===== src/rtl/flit_injector.sv =====
// Packet source for one node's local router port: turns a command plus a payload
// stream into head/body/tail flits (or a lone HEADER), gated by per-VC credits.
module flit_injector #(
   parameter int NUM_OF_NODES            = 8,
   parameter int FLIT_DATA_WIDTH         = 16,
   parameter int NUM_OF_VIRTUAL_CHANNELS = 2,
   parameter int NODE_ID                 = 0,
   parameter int CREDITS_PER_VC          = 2,
   parameter int MAX_DATA_FLITS          = 4,
   parameter int DEST_NODE_WIDTH         = $clog2(NUM_OF_NODES),
   parameter int VC_W                    = $clog2(NUM_OF_VIRTUAL_CHANNELS),
   parameter int LEN_W                   = $clog2(MAX_DATA_FLITS + 1),
   parameter int FLIT_TOTAL_WIDTH        = 2 + VC_W + FLIT_DATA_WIDTH
) (
   input  logic                               clk,
   input  logic                               reset,
   input  logic                               pkt_valid,
   output logic                               pkt_ready,
   input  logic [DEST_NODE_WIDTH-1:0]         pkt_dest,
   input  logic [VC_W-1:0]                    pkt_vc,
   input  logic [LEN_W-1:0]                   pkt_len,
   input  logic                               body_valid,
   output logic                               body_ready,
   input  logic [FLIT_DATA_WIDTH-1:0]         body_data,
   input  logic [NUM_OF_VIRTUAL_CHANNELS-1:0] credit_in,
   output logic                               flit_valid,
   output logic [FLIT_TOTAL_WIDTH-1:0]        flit_out,
   output logic                               busy,
   output logic [15:0]                        pkts_sent
);
   localparam int CRED_W = $clog2(CREDITS_PER_VC + 1);
   localparam int FILL_W = FLIT_DATA_WIDTH - 2 * DEST_NODE_WIDTH;
   localparam logic [CRED_W-1:0]          CRED_FULL = CRED_W'(CREDITS_PER_VC);
   localparam logic [LEN_W-1:0]           MAX_LEN   = LEN_W'(MAX_DATA_FLITS);
   localparam logic [DEST_NODE_WIDTH-1:0] SRC_ID    = DEST_NODE_WIDTH'(NODE_ID);
   localparam logic [1:0] TYPE_HEAD   = 2'b01;
   localparam logic [1:0] TYPE_HEADER = 2'b11;
   localparam logic [1:0] TYPE_BODY   = 2'b10;
   localparam logic [1:0] TYPE_TAIL   = 2'b00;

   typedef enum logic [1:0] {IDLE = 2'd0, SEND_HEAD = 2'd1, SEND_DATA = 2'd2} state_t;

   state_t                                state_reg;
   logic [DEST_NODE_WIDTH-1:0]            dest_reg;
   logic [VC_W-1:0]                       vc_reg;
   logic [LEN_W-1:0]                      remaining_reg;
   logic                                  pkt_ready_reg;
   logic                                  flit_valid_reg;
   logic [FLIT_TOTAL_WIDTH-1:0]           flit_out_reg;
   logic [FLIT_TOTAL_WIDTH-1:0]           flit_next;
   logic [15:0]                           pkts_sent_reg;
   logic [NUM_OF_VIRTUAL_CHANNELS-1:0]    has_credit;
   logic                                  credit_ok;
   logic                                  send_head;
   logic                                  send_data;
   logic                                  send;
   logic [LEN_W-1:0]                      len_clamped;
   logic [FLIT_DATA_WIDTH-1:0]            head_payload;

   // Send decisions look only at the registered counters, so a returned credit
   // becomes usable the cycle after it arrives.
   assign credit_ok    = has_credit[vc_reg];
   assign send_head    = (state_reg == SEND_HEAD) && credit_ok;
   assign send_data    = (state_reg == SEND_DATA) && credit_ok && body_valid;
   assign send         = send_head || send_data;
   assign len_clamped  = (pkt_len > MAX_LEN) ? MAX_LEN : pkt_len;
   assign head_payload = {dest_reg, SRC_ID, {FILL_W{1'b0}}};

   always_comb begin
      flit_next = '0;
      if (state_reg == SEND_HEAD)
         flit_next = {(remaining_reg == '0) ? TYPE_HEADER : TYPE_HEAD, vc_reg, head_payload};
      else
         flit_next = {(remaining_reg == LEN_W'(1)) ? TYPE_TAIL : TYPE_BODY, vc_reg, body_data};
   end

   genvar gi;
   generate
      for (gi = 0; gi < NUM_OF_VIRTUAL_CHANNELS; gi++) begin : g_credit
         logic              dec_credit;
         logic [CRED_W-1:0] cnt_reg;

         assign dec_credit     = send && (vc_reg == VC_W'(gi));
         assign has_credit[gi] = (cnt_reg != '0);

         // A return at full count is dropped; send and return together cancel out.
         always_ff @(posedge clk) begin
            if (reset)
               cnt_reg <= CRED_FULL;
            else if (credit_in[gi] && !dec_credit) begin
               if (cnt_reg != CRED_FULL)
                  cnt_reg <= cnt_reg + CRED_W'(1);
            end else if (dec_credit && !credit_in[gi])
               cnt_reg <= cnt_reg - CRED_W'(1);
         end

         assert property (@(posedge clk) disable iff (reset) cnt_reg <= CRED_FULL);
         assert property (@(posedge clk) disable iff (reset) !(dec_credit && cnt_reg == '0));
      end
   endgenerate

   always_ff @(posedge clk) begin
      if (reset) begin
         state_reg      <= IDLE;
         dest_reg       <= '0;
         vc_reg         <= '0;
         remaining_reg  <= '0;
         pkt_ready_reg  <= 1'b0;
         flit_valid_reg <= 1'b0;
         flit_out_reg   <= '0;
         pkts_sent_reg  <= '0;
      end else begin
         flit_valid_reg <= send;
         flit_out_reg   <= send ? flit_next : '0;
         case (state_reg)
            IDLE: begin
               if (pkt_valid && pkt_ready_reg) begin
                  dest_reg      <= pkt_dest;
                  vc_reg        <= pkt_vc;
                  remaining_reg <= len_clamped;
                  pkt_ready_reg <= 1'b0;
                  state_reg     <= SEND_HEAD;
               end else begin
                  pkt_ready_reg <= 1'b1;
               end
            end
            SEND_HEAD: begin
               if (credit_ok) begin
                  if (remaining_reg == '0) begin
                     state_reg     <= IDLE;
                     pkt_ready_reg <= 1'b1;
                     pkts_sent_reg <= pkts_sent_reg + 16'd1;
                  end else begin
                     state_reg <= SEND_DATA;
                  end
               end
            end
            SEND_DATA: begin
               if (send_data) begin
                  remaining_reg <= remaining_reg - LEN_W'(1);
                  if (remaining_reg == LEN_W'(1)) begin
                     state_reg     <= IDLE;
                     pkt_ready_reg <= 1'b1;
                     pkts_sent_reg <= pkts_sent_reg + 16'd1;
                  end
               end
            end
            default: state_reg <= IDLE;
         endcase
      end
   end

   assign pkt_ready  = pkt_ready_reg;
   assign body_ready = send_data && !reset;
   assign flit_valid = flit_valid_reg;
   assign flit_out   = flit_out_reg;
   assign busy       = (state_reg != IDLE);
   assign pkts_sent  = pkts_sent_reg;
endmodule

===== config.mk =====
export PLATFORM = sky130hd
export DESIGN_NAME = flit_injector
export DESIGN_NICKNAME = d
export VERILOG_FILES = /design/src/rtl/flit_injector.sv
export SDC_FILE = /design/constraint.sdc
export NUM_CORES = 1
export LEC_CHECK = 0
export CAP_MARGIN = 30
export CORE_ASPECT_RATIO = 0.75
export CORE_MARGIN = 5
export CORE_UTILIZATION = 50
export DETAILED_ROUTE_END_ITERATION = 6
export DONT_BUFFER_PORTS = 1
export PLACE_DENSITY = 0.62
export SLEW_MARGIN = 20
export SYNTH_ARGS = -nofsm -noshare
export SYNTH_HDL_FRONTEND = slang
export SYNTH_SLANG_ARGS = --single-unit

===== constraint.sdc =====
create_clock -name clk -period 2.76 [get_ports clk]
set_clock_uncertainty 0.05 [all_clocks]
set_input_delay 0.276 -clock clk [delete_from_list [all_inputs] [get_ports clk]]
set_output_delay 0.276 -clock clk [all_outputs]
set_load 0.1 [all_outputs]

* Word-level counts from Yosys, hierarchy flattened
Cells that the tools add are included.
Word-level totals: flip-flop bits (word level) 50, input port bits 29, bits in writable memories 0, word-level logic and storage cells 101, bits in latches 0, memories kept 0, bits in read-only memories 0
Operators by class: shift operators 0, $add $sub $neg 6, equality and inequality tests 12, reduce and logical (&&, ||, !) cells 36, div/mod/pow operators 0, $lt $le $gt $ge 2, mux-type cells 32, bitwise gates (word level) 2, multipliers 0
Operators with widths (count):
- 16-bit two-way mux | 4
- 16-bit one-hot mux with 2 select lines | 1
- 2-bit two-way mux | 13
- 19-bit two-way mux | 1
- 16-bit by 1-bit adder with 16-bit output (second input constant) | 1
- 2-bit nonzero test | 7
- 1-bit logical AND | 11
- 2-bit != test (second input constant) | 5
- 5-bit AND reduction | 2
- 3-bit two-way mux | 3
- 2-bit by 1-bit != test with 1-bit output (second input constant) | 4
- 1-bit two-way mux | 7
- 2-bit one-hot mux with 3 select lines | 1
- 3-bit one-hot mux with 2 select lines | 1
- 2-bit AND reduction | 3
- 1-bit zero test | 5
- 2-bit by 1-bit adder with 2-bit output (second input constant) | 2
- 4-bit AND reduction | 1
- 2-bit by 1-bit subtractor with 2-bit output (second input constant) | 2
- 3-bit by 1-bit equality test with 1-bit output (second input constant) | 1
- 3-bit greater-than comparator (second input constant) | 1
- 3-bit zero test | 1
- 1-bit one-hot mux with 3 select lines | 1
- 3-bit AND reduction | 1
- 10 further kinds | 11

* Longest topological paths before layout
Gate-level depths: netlist of the first run.
depth in word-level cells 11, mapped depth 9, mapped depth without buffers 7

* Worst setup path after synthesis of the first run
Ideal clock, no wire load.
path type register to output, from register state_reg[0], to output port body_ready, stages on the path, launching flop included 6, buffers on the path 1, slack -0.334 ns, data arrival time 2.768 ns, required time 2.434 ns, cells stage by stage dfxtp_1 > inv_1 > ha_1 > buf_6 > nand2_1 > nor3_1
Between the ends: longest elaborated chain between the ends 4
RTL lines:
- start: declaration | line 43 | state_t state_reg;
- start signal: assignment | line 104 | state_reg <= IDLE;
- start signal: assignment | line 122 | state_reg <= SEND_HEAD;
- start signal: assignment | line 130 | state_reg <= IDLE;
- 2-bit equality test | line 64 | assign send_data = (state_reg == SEND_DATA) && credit_ok && body_valid;
- 1-bit logical AND (2 in a row) | line 64
- 1-bit logical AND | line 154 | assign body_ready = send_data && !reset;
- end: declaration | line 23 | output logic body_ready,
No other way between the ends.

* Worst setup path after layout of the first run
from register state_reg[0], to register pkts_sent_reg[7] (netlist: pkts_sent[7])
Between the ends: longest elaborated chain between the ends 5
RTL lines:
- 2-bit equality test | line 64, 115
- 1-bit logical AND (2 in a row) | line 64
- 2-bit != test (no line)
- 5-bit AND reduction (no line)
- end signal: assignment | line 132 | pkts_sent_reg <= pkts_sent_reg + 16'd1;
- end signal: assignment | line 144 | pkts_sent_reg <= pkts_sent_reg + 16'd1;
- end: declaration | line 51 | logic [15:0] pkts_sent_reg;
Several ways; a longest one is shown, not always the timed one. A chain may end at the register's enable or synchronous reset.

==> results of run 1 <==
[through the flow]
stage	util (%)	worst slack (ns)	hold WS, ns	cell area, µm²	power (mW)
after floorplan	-	0.394	0.319	2190	0.917
after global placement	57.9	0.526	0.302	2390	0.940
final	61.2	0.394	0.0301	2530	1.46
after detailed placement	57.9	0.400	0.302	2390	0.946
after CTS	60.8	0.358	0.0193	2510	1.47
after global routing	61.2	0.223	0.0138	2530	1.52
[worst paths after layout]
check | startpoint | endpoint | slack (ns) | cells after the start
worst max-delay path | state_reg[0] | pkts_sent[7] | 0.39 | 8
worst min-delay path | reset | flit_valid | 0.03 | 1
worst max register to register | state_reg[0] | pkts_sent[7] | 0.39 | 8
worst min register to register | dest_reg[1] | flit_out[14] | 0.42 | 1
[area by class of cell]
cell class	instances	area (µm²)
fill	366	1600
multi-input combinational	169	1110
sequential	50	1000
timing repair buffer	24	190
clock buffer	5	68.8
tap	55	68.8
inverter	12	45.0
clock inverter	3	43.8
[synthesized netlist by cell type (2+ instances only)]
cell	instances
ha_1	8
inv_1	12
buf_1	3
nor2_1	22
nand3_1	8
nand4_1	5
or4_1	2
and2_1	14
a22o_1	3
nand2b_1	2
o31ai_1	3
mux2i_1	7
dfxtp_1	50
clkbuf_1	3
and3_1	4
xnor2_1	3
and4_1	2
buf_2	2
nor3_1	4
nand2_1	14
or3_1	8
a21oi_1	19
xor2_1	5
o21ai_0	17
[kinds of logic after synthesis]
kind of cell | count (synthesis)
AO/OA/AOI/OAI | 53
XOR/XNOR | 8
adder cells (fa/ha/maj) | 8
buffers and inverters | 21
flip-flops | 50
multiplexers | 8
AND/OR/NAND/NOR | 92
[power by group]
part           leakage (nW)  switching, mW  internal, mW
sequential            0.404         0.0400         0.738
combinational         0.585          0.110        0.0512
clock                0.0585          0.248         0.272
total                  1.05          0.398          1.06
[worst max-delay path: cells and delay by family (launching register included)]
family | cells | cell delay (ns)
adder cells (fa/ha/maj) | 1 | 0.32
flip-flops | 1 | 0.37
buffers and inverters | 2 | 0.29
AND/OR/NAND/NOR | 2 | 0.60
AO/OA/AOI/OAI | 3 | 0.66
[what timing repair did]
item,in CTS,in global routing
hold buffers,1,0
resized for setup,0,0
endpoints found under the hold margin,26,0
[per-layer routing]
metal | routed length [µm] | share of wire (%)
met5 | 0 | 0
met4 | 26 | 0.52
met3 | 499 | 10
met2 | 2290 | 46
met1 | 2190 | 44
==> reports/metrics.cfg, run 1 <==
[run_status]
outcome = finished, final reports clean

[yosys]
synthSimpleGateAreaFrac_pct = 22.5
synth_top_family_by_area = simple AND/OR/NAND/NOR gates
synth_xor_xnor_area_share_pct = 3.21
synth_cell_types = 44
netlist_instances = 240
synth_top_cell_by_area = dfxtp_1
syn_nets = 277
ys_ff_latch = 50
yosysSeqAreaShare_pct = 45.9
yosysWarnings = 0
synth_compound_area_share_pct = 16.1
synth-async-reset-ratio_pct = 0
synth_area_um2 = 2180
synth_top_area_share_pct = 45.9
synth.area.mux_share_pct = 3.73
synth-edff-count = 0
yosys.area_share.adder_pct = 4.59
synthFlopType = dfxtp_1
synth.avg_cell_area_um2 = 9.09
synth.area.top_cells = dfxtp_1 (46%), ha_1 (4.6%), a21oi_1 (4.4%)

[grt]
use_met3_pct = 7.44
track_usage_pct = 17.1
grt_pass1_vias = 1630
grt_use_met2_pct = 26.5
grt_max_degree = 27
antenna_found_initial = 0
gr-max-usage-layer = met2
grt_pass1_wl_um = 7790
grt.met1_usage_pct = 21.4
grt_overflow = 0

[placed_design]
post-dp-hpwl_um = 3800
numPortBuffers = 0
gp_congestion = 0.824
dp.cells = 308

[sta]
rsz0062_at_grt = no
fin_crit_sh_pct = 85.7
finalMaxSlewViolations = 0
setup_tns_ns = 0
layout_min_cycle_time_ns = 2.37
max_freq_mhz = 423
finalSetupViolCount = 0
relSlewSlack_pct = 35.7
tightest_slew_ns = 0.964
final_hold_viol_count = 0

[floorplanning]
rows = 20
pin_count = 68
core_area_um2 = 4130
die_h_um = 67.2
floorplan.initialDensity_pct = 52.8
dieArea_um2 = 5800
fp.dieW_um = 86.3

[layout]
layout-drive-gt1-share_pct = 15.2
largest_register_ffs = 19
final_cell_mix = dfxtp_1 (50), nor2_1 (22), buf_4 (22)
stdcell_count = 318
fin_nets = 299
final_common_cell = dfxtp_1
antenna_cells = 0
syn2layout_area_growth_pct = 15.8

[drt]
vias_per_cell = 5.51
first_pass_iters = 4
drt-total-wl_um = 5010
drtIter0Drc = 115
drcViolationCount = 0
routedWlPerCell_um = 15.7
vias = 1751
ant_nets = 0

[cts]
clock-sinks = 50
postCtsSetupBuffers = 0
root_buffer = clkbuf_8
cts_tree = built
cts_buffers = 5
h-tree-depth = 2
path_clk_slew_ns = 0.09
clk_path_buf_depth = 2
clkLatencyLatePin_ns = 0.30

[critical_path]
path_class = reg -> reg
cp-end-kind = flip-flop
path_cells = inv_1 > ha_1 > a21boi_4 > a2111oi_4 > buf_4 > nand2_2 > or4_1 > a21oi_1
worstPathRequired_ns = 2.94
start_kind = flip-flop
cpMaxStageDelayCell = or4_1
worstPathMaxFanout = 10
critical_path_arrival_ns = 2.55
max_stage_delay_ns = 0.48

[power_and_ir_drop]
p_per_area_nw_per_um2 = 577
leakagePower_nw = 1.05
ir_drop_mv = 0.249

[min_path]
hp-class = in -> reg

[run]
max-cap-violations = 0

Power figures use the tool's default switching activity.
==> run 2: changes to the inputs <==
CORE_MARGIN = 2   (was 5)
==> run 2 against run 1 <==
Flip-flop and latch count is the same. Cell area down 1.1%. Sequential power about the same. Power decreased by 5.2%. Critical path type unchanged. Clock-buffer cell count is the same. Combinational power is essentially flat. Clock power fell by 14%. Critical path depth decreased by 1. Via count increased by 1.1%. Critical endpoint is now pkts_sent[5]. Highest routed layer unchanged.
==> reports/metrics.cfg, run 2 (synthesis results as in run 1) <==
[run_status]
outcome = finished, final reports clean

[floorplanning]
floorplan.initialDensity_pct = 52.8  ; unchanged
fp.dieW_um = 80.3  ; -7.0%
pin_count = 68  ; unchanged
rows = 20  ; unchanged
die_h_um = 61.2  ; -8.9%
core_area_um2 = 4130  ; unchanged
dieArea_um2 = 4910  ; -15%

[drt]
met2WireLength_um = 2180  ; -4.6%
wl_met1_um = 2090  ; -4.7%
routedWlPerCell_um = 14.6  ; -7.4%
ant_nets = 0  ; unchanged
first_pass_iters = 4  ; unchanged
top_layer_used = met4
drcViolationCount = 0  ; unchanged
wl_met3_um = 318  ; -36%
drtIter0Drc = 92  ; -20%
vias_per_cell = 5.59  ; +1.5%
vias = 1771  ; +1.1%
drt-total-wl_um = 4620  ; -7.7%

[critical_path]
rr_endpoint = pkts_sent[5]
r2r_slack_ns = 0.22  ; -0.17 ns
timing.rr.start = state_reg[0]
start_kind = flip-flop
path_class = reg -> reg
critical_path_arrival_ns = 2.72  ; +0.17 ns
worstPathMaxFanout = 10  ; unchanged
r2r.worst_path.cells = 7  ; -1
cp-end-kind = flip-flop
worstPathRequired_ns = 2.94  ; about the same

[sta]
tightest_slew_ns = 0.949  ; -0.0150 ns
finalSetupViolCount = 0  ; unchanged
max_freq_mhz = 394  ; -6.7%
layout_min_cycle_time_ns = 2.54  ; +0.170 ns
rsz0062_at_grt = no
whs_ns = 0.0213  ; -0.00884 ns
finalMaxSlewViolations = 0  ; unchanged
final_hold_viol_count = 0  ; unchanged
setup_tns_ns = 0  ; unchanged
fin_crit_sh_pct = 91.9  ; +6.2 points
relSlewSlack_pct = 36.7  ; +1.0 points

[placed_design]
gp_congestion = 0.857  ; +4.0%
numPortBuffers = 0  ; unchanged
post-dp-hpwl_um = 3460  ; -9.1%
dp.cells = 307  ; -0.32%

[cts]
cts_buffers = 5  ; unchanged
h-tree-depth = 2  ; unchanged
path_clk_slew_ns = 0.10  ; about the same
cts_tree = built
clkLatencyLatePin_ns = 0.31  ; about the same
clk_path_buf_depth = 2  ; unchanged
cts_resized = 0  ; unchanged
root_buffer = clkbuf_8
clock-sinks = 50  ; unchanged

[grt]
antenna_found_initial = 0  ; unchanged
grt_pass1_vias = 1620  ; -0.61%
track_usage_pct = 19.5  ; +2.5 points
grt_pass1_wl_um = 7470  ; -4.2%
grt_max_degree = 27  ; unchanged
grt_overflow = 0  ; unchanged

[min_path]
hp-class = in -> reg
hold_path_end = flit_valid
hold_start = reset
hold_depth = 1  ; unchanged

[layout]
stdcell_count = 317  ; -0.31%
layout-drive-gt1-share_pct = 14.9  ; -0.32 points
antenna_cells = 0  ; unchanged
final_cell_mix = dfxtp_1 (50), nor2_1 (22), buf_4 (21)
largest_register_ffs = 19  ; unchanged
syn2layout_area_growth_pct = 14.5
final_common_cell = dfxtp_1
fin_nets = 298  ; -0.33%
fillers = 369  ; +0.82%

[power_and_ir_drop]
p_per_area_nw_per_um2 = 553  ; -4.1%
ir_drop_mv = 0.348  ; +39%
leakagePower_nw = 1.03  ; -1.5%
total_power_mw = 1.38  ; -5.2%

[run]
max-cap-violations = 0  ; unchanged

-- run 2: cell types whose count changed in the layout (fill, tap and decap cells not counted), sizes merged --
cell	delta
buf	-1
bufinv	-1
inv	+1
-- run 2: report_power, final --
group / internal, mW / leakage (nW) / switching, mW / total, mW
clock network: 0.187 / 0.0491 / 0.260 / 0.446
registers: 0.738 / 0.404 / 0.0395 / 0.778
logic: 0.0490 / 0.578 / 0.110 / 0.159
-- run 2: stage by stage --
stage | util, % | setup WS [ns] | cell area [µm²]
4_1_cts | 60.2 | 0.229 | 2490
2_1_floorplan | - | 0.394 | 2190
3_3_place_gp | 57.7 | 0.369 | 2380
6_report | 60.5 | 0.224 | 2500
3_5_place_dp | 57.7 | 0.276 | 2380
5_1_grt | 60.5 | 0.0357 | 2500
-- run 2: area by class of cell --
cell class | instances | area, µm² | share of cell area [%]
flip-flops and latches | 50 | 1000 | 40.1
inverters | 12 | 45.0 | 1.80
multi-input cells | 169 | 1110 | 44.4
well taps | 55 | 68.8 | 2.75
clock inverters | 3 | 26.3 | 1.05
clock buffers | 5 | 68.8 | 2.75
repair buffers | 23 | 179 | 7.16
-- run 2: per-layer routing --
metal | global-route usage (%) | vias to the layer above
met2 | 34.0 | 49
met5 | 0 | -
li1 | - | 882
met1 | 24.0 | 836
met4 | 4.36 | 0
met3 | 6.45 | 4
-- run 2: how the worst max path moves through the flow --
stage	startpoint	end
after detailed placement	state_reg[0]	pkts_sent[5]
after CTS	state_reg[0]	pkts_sent[5]
after global placement	state_reg[0]	pkts_sent[7]
after global routing	state_reg[0]	pkts_sent[5]
final	state_reg[0]	pkts_sent[5]
after floorplan	pkts_sent[2]	pkts_sent[15]
-- run 2: what timing repair did --
action,4_1_cts,5_1_grt
hold buffers,1,0
endpoints found under the hold margin,26,0
endpoints found under the setup margin,0,0
setup buffers,0,0
-- run 2: critical path, stage by stage, from the launching register on --
cell       delay (ns)
dfxtp_1          0.38
inv_1            0.09
ha_1             0.33
a21boi_4         0.19
a2111oi_4        0.55
nand2_2          0.21
or4_1            0.50
a21oi_1          0.16
==> run 3: changes to the inputs <==
CTS_BUF_LIST = sky130_fd_sc_hd__clkbuf_4 sky130_fd_sc_hd__clkbuf_8 sky130_fd_sc_hd__clkbuf_16   (was default)
==> results of run 3 <==
Final layout, timing and power as in run 2 (identical DEF).
==> patch: new RTL, config.mk and constraints of run 1 <==
`FLIT_DATA_WIDTH`: 16 -> 32.
--- a/src/rtl/flit_injector.sv
+++ b/src/rtl/flit_injector.sv
@@ -4,3 +4,3 @@
    parameter int NUM_OF_NODES            = 8,
-   parameter int FLIT_DATA_WIDTH         = 16,
+   parameter int FLIT_DATA_WIDTH         = 32,
    parameter int NUM_OF_VIRTUAL_CHANNELS = 2,
Ports: changed (resized body_data and flit_out); port bits go from 68 to 100. No check against the original RTL was run, so the function may have changed too.
==> patch against run 1 <==
Die area rose by 18%. Critical endpoint is now body_ready. Total power up 57%. Sequential power up 34%. Synthesized area increased by 21%. Final cell count up 30%. Hold slack worse by 0.0066 ns. Final area up 36%. Highest routed layer unchanged. Wire length up 29%. Sequential cell count rose by 16. Worst setup slack lost 0.025 ns. Non-clock buffer count rose by 30. Via count is 20% higher.
==> patch: results <==
[pwr]
netSwitchingFraction = 0.256
leakagePower_nw = 1.43

[global_route]
grt_pass1_vias = 1979
grt_max_degree = 33
grt_usage = 0.192

[yosys]
yosysSeqAreaShare = 0.499
ys_top_cells_by_area = "dfxtp_1 (50%), and2_1 (7.3%), nor2_1 (4.3%), ha_1 (3.8%), mux2i_1 (3.4%)"
synth_commonest_cells = "dfxtp_1 (66), and2_1 (31), nor2_1 (30)"

[worst_setup_path]
max_stage_delay_ns = 0.39
crit_arrival_ns = 2.07
slowest_stage = "ha_1"
rrSetupSlack_ns = 0.56

[clocking]
cts_made_buffers = 9
clk_transition_reported_paths_ns = 0.07
hold_buffers = 31
htree_levels = 3

[route]
drt_iter0_drc = 135
dr_total_vias = 2109
wl_um = 6460

[layout]
fillCellCount = 460
fin_nets = 386

[min_path]
hold_path_startpoint = "body_data[31]"
hold-path-endpoint = "flit_out[31]"

[placed_design]
dp_hpwl_um = 4220

[status]
status = "complete, no violations"

[timing]
worstMarginPinSlew_ns = 0.994
## patch: cell types whose count changed after synthesis, sizes merged, moves of 6 or more
cell and change:
o211ai +6, and2 +17, clkbuf +6, o21ai -8, nor2 +8, dfxtp +16
## patch: metrics by stage
step	hold slack [ns]	instances	instance area [um^2]	total power, mW
CTS	0.00173	412	3440	2.31
floorplan	0.348	279	2660	1.23
global placement	0.301	365	2880	1.26
global route	0.0173	413	3440	2.38
finish	0.0235	413	3440	2.29
detailed placement	0.304	365	2880	1.27
## patch: cells by family (layout without fill, tap and decap cells)
kind of cell / Yosys count / after routing / share of synthesized area
compound gates: 53 / 53 / 0.136
flops: 66 / 66 / 0.499
xor+xnor: 11 / 11 / 0.0364
buf+inv: 21 / 80 / 0.0307
simple gates: 111 / 111 / 0.226
mux: 9 / 9 / 0.0340
fa+ha+maj: 8 / 8 / 0.0378
## patch: cell type report
type | count | area [um^2] | area share
Sequential cell | 66 | 1320 | 0.384
Clock inverter | 6 | 113 | 0.0327
Clock buffer | 10 | 138 | 0.0400
Timing Repair Buffer | 54 | 480 | 0.140
Tap cell | 75 | 93.8 | 0.0273
Inverter | 10 | 37.5 | 0.0109
Multi-Input combinational cell | 192 | 1260 | 0.366
## patch: routing by layer
metal,track usage,wire [um],part of all wire,vias up
met5,0,0,0,-
met4,0.0801,101,0.016,0
met3,0.0753,448,0.069,12
met2,0.287,2970,0.46,63
met1,0.246,2940,0.46,967
li1,-,-,-,1067
## patch: worst max-delay path by stage
stage                       from             to  slack (ns)
detailed placement  state_reg[1]  pkts_sent[15]        0.57
global route        state_reg[0]     body_ready        0.25
CTS                 state_reg[0]     body_ready        0.35
global placement    state_reg[1]  pkts_sent[15]        0.67
finish              state_reg[0]     body_ready        0.37
floorplan           state_reg[0]   flit_out[31]        0.04
## patch: power by group through the flow
stage	clock network (mW)	registers [mW]	logic, mW
6_report	1.00	1.04	0.251
5_1_grt	1.07	1.04	0.275
4_1_cts	1.03	1.04	0.250
3_5_place_dp	0	1.06	0.208
3_3_place_gp	0	1.06	0.205
2_1_floorplan	0	1.09	0.139
## patch: critical path, delay by kind of cell, from the launching register on
family / cells / cell delay, ns
adders and majority gates: 1 / 0.39
buffers and inverters: 3 / 0.65
DFF: 1 / 0.34
and+or+nand+nor: 1 / 0.36
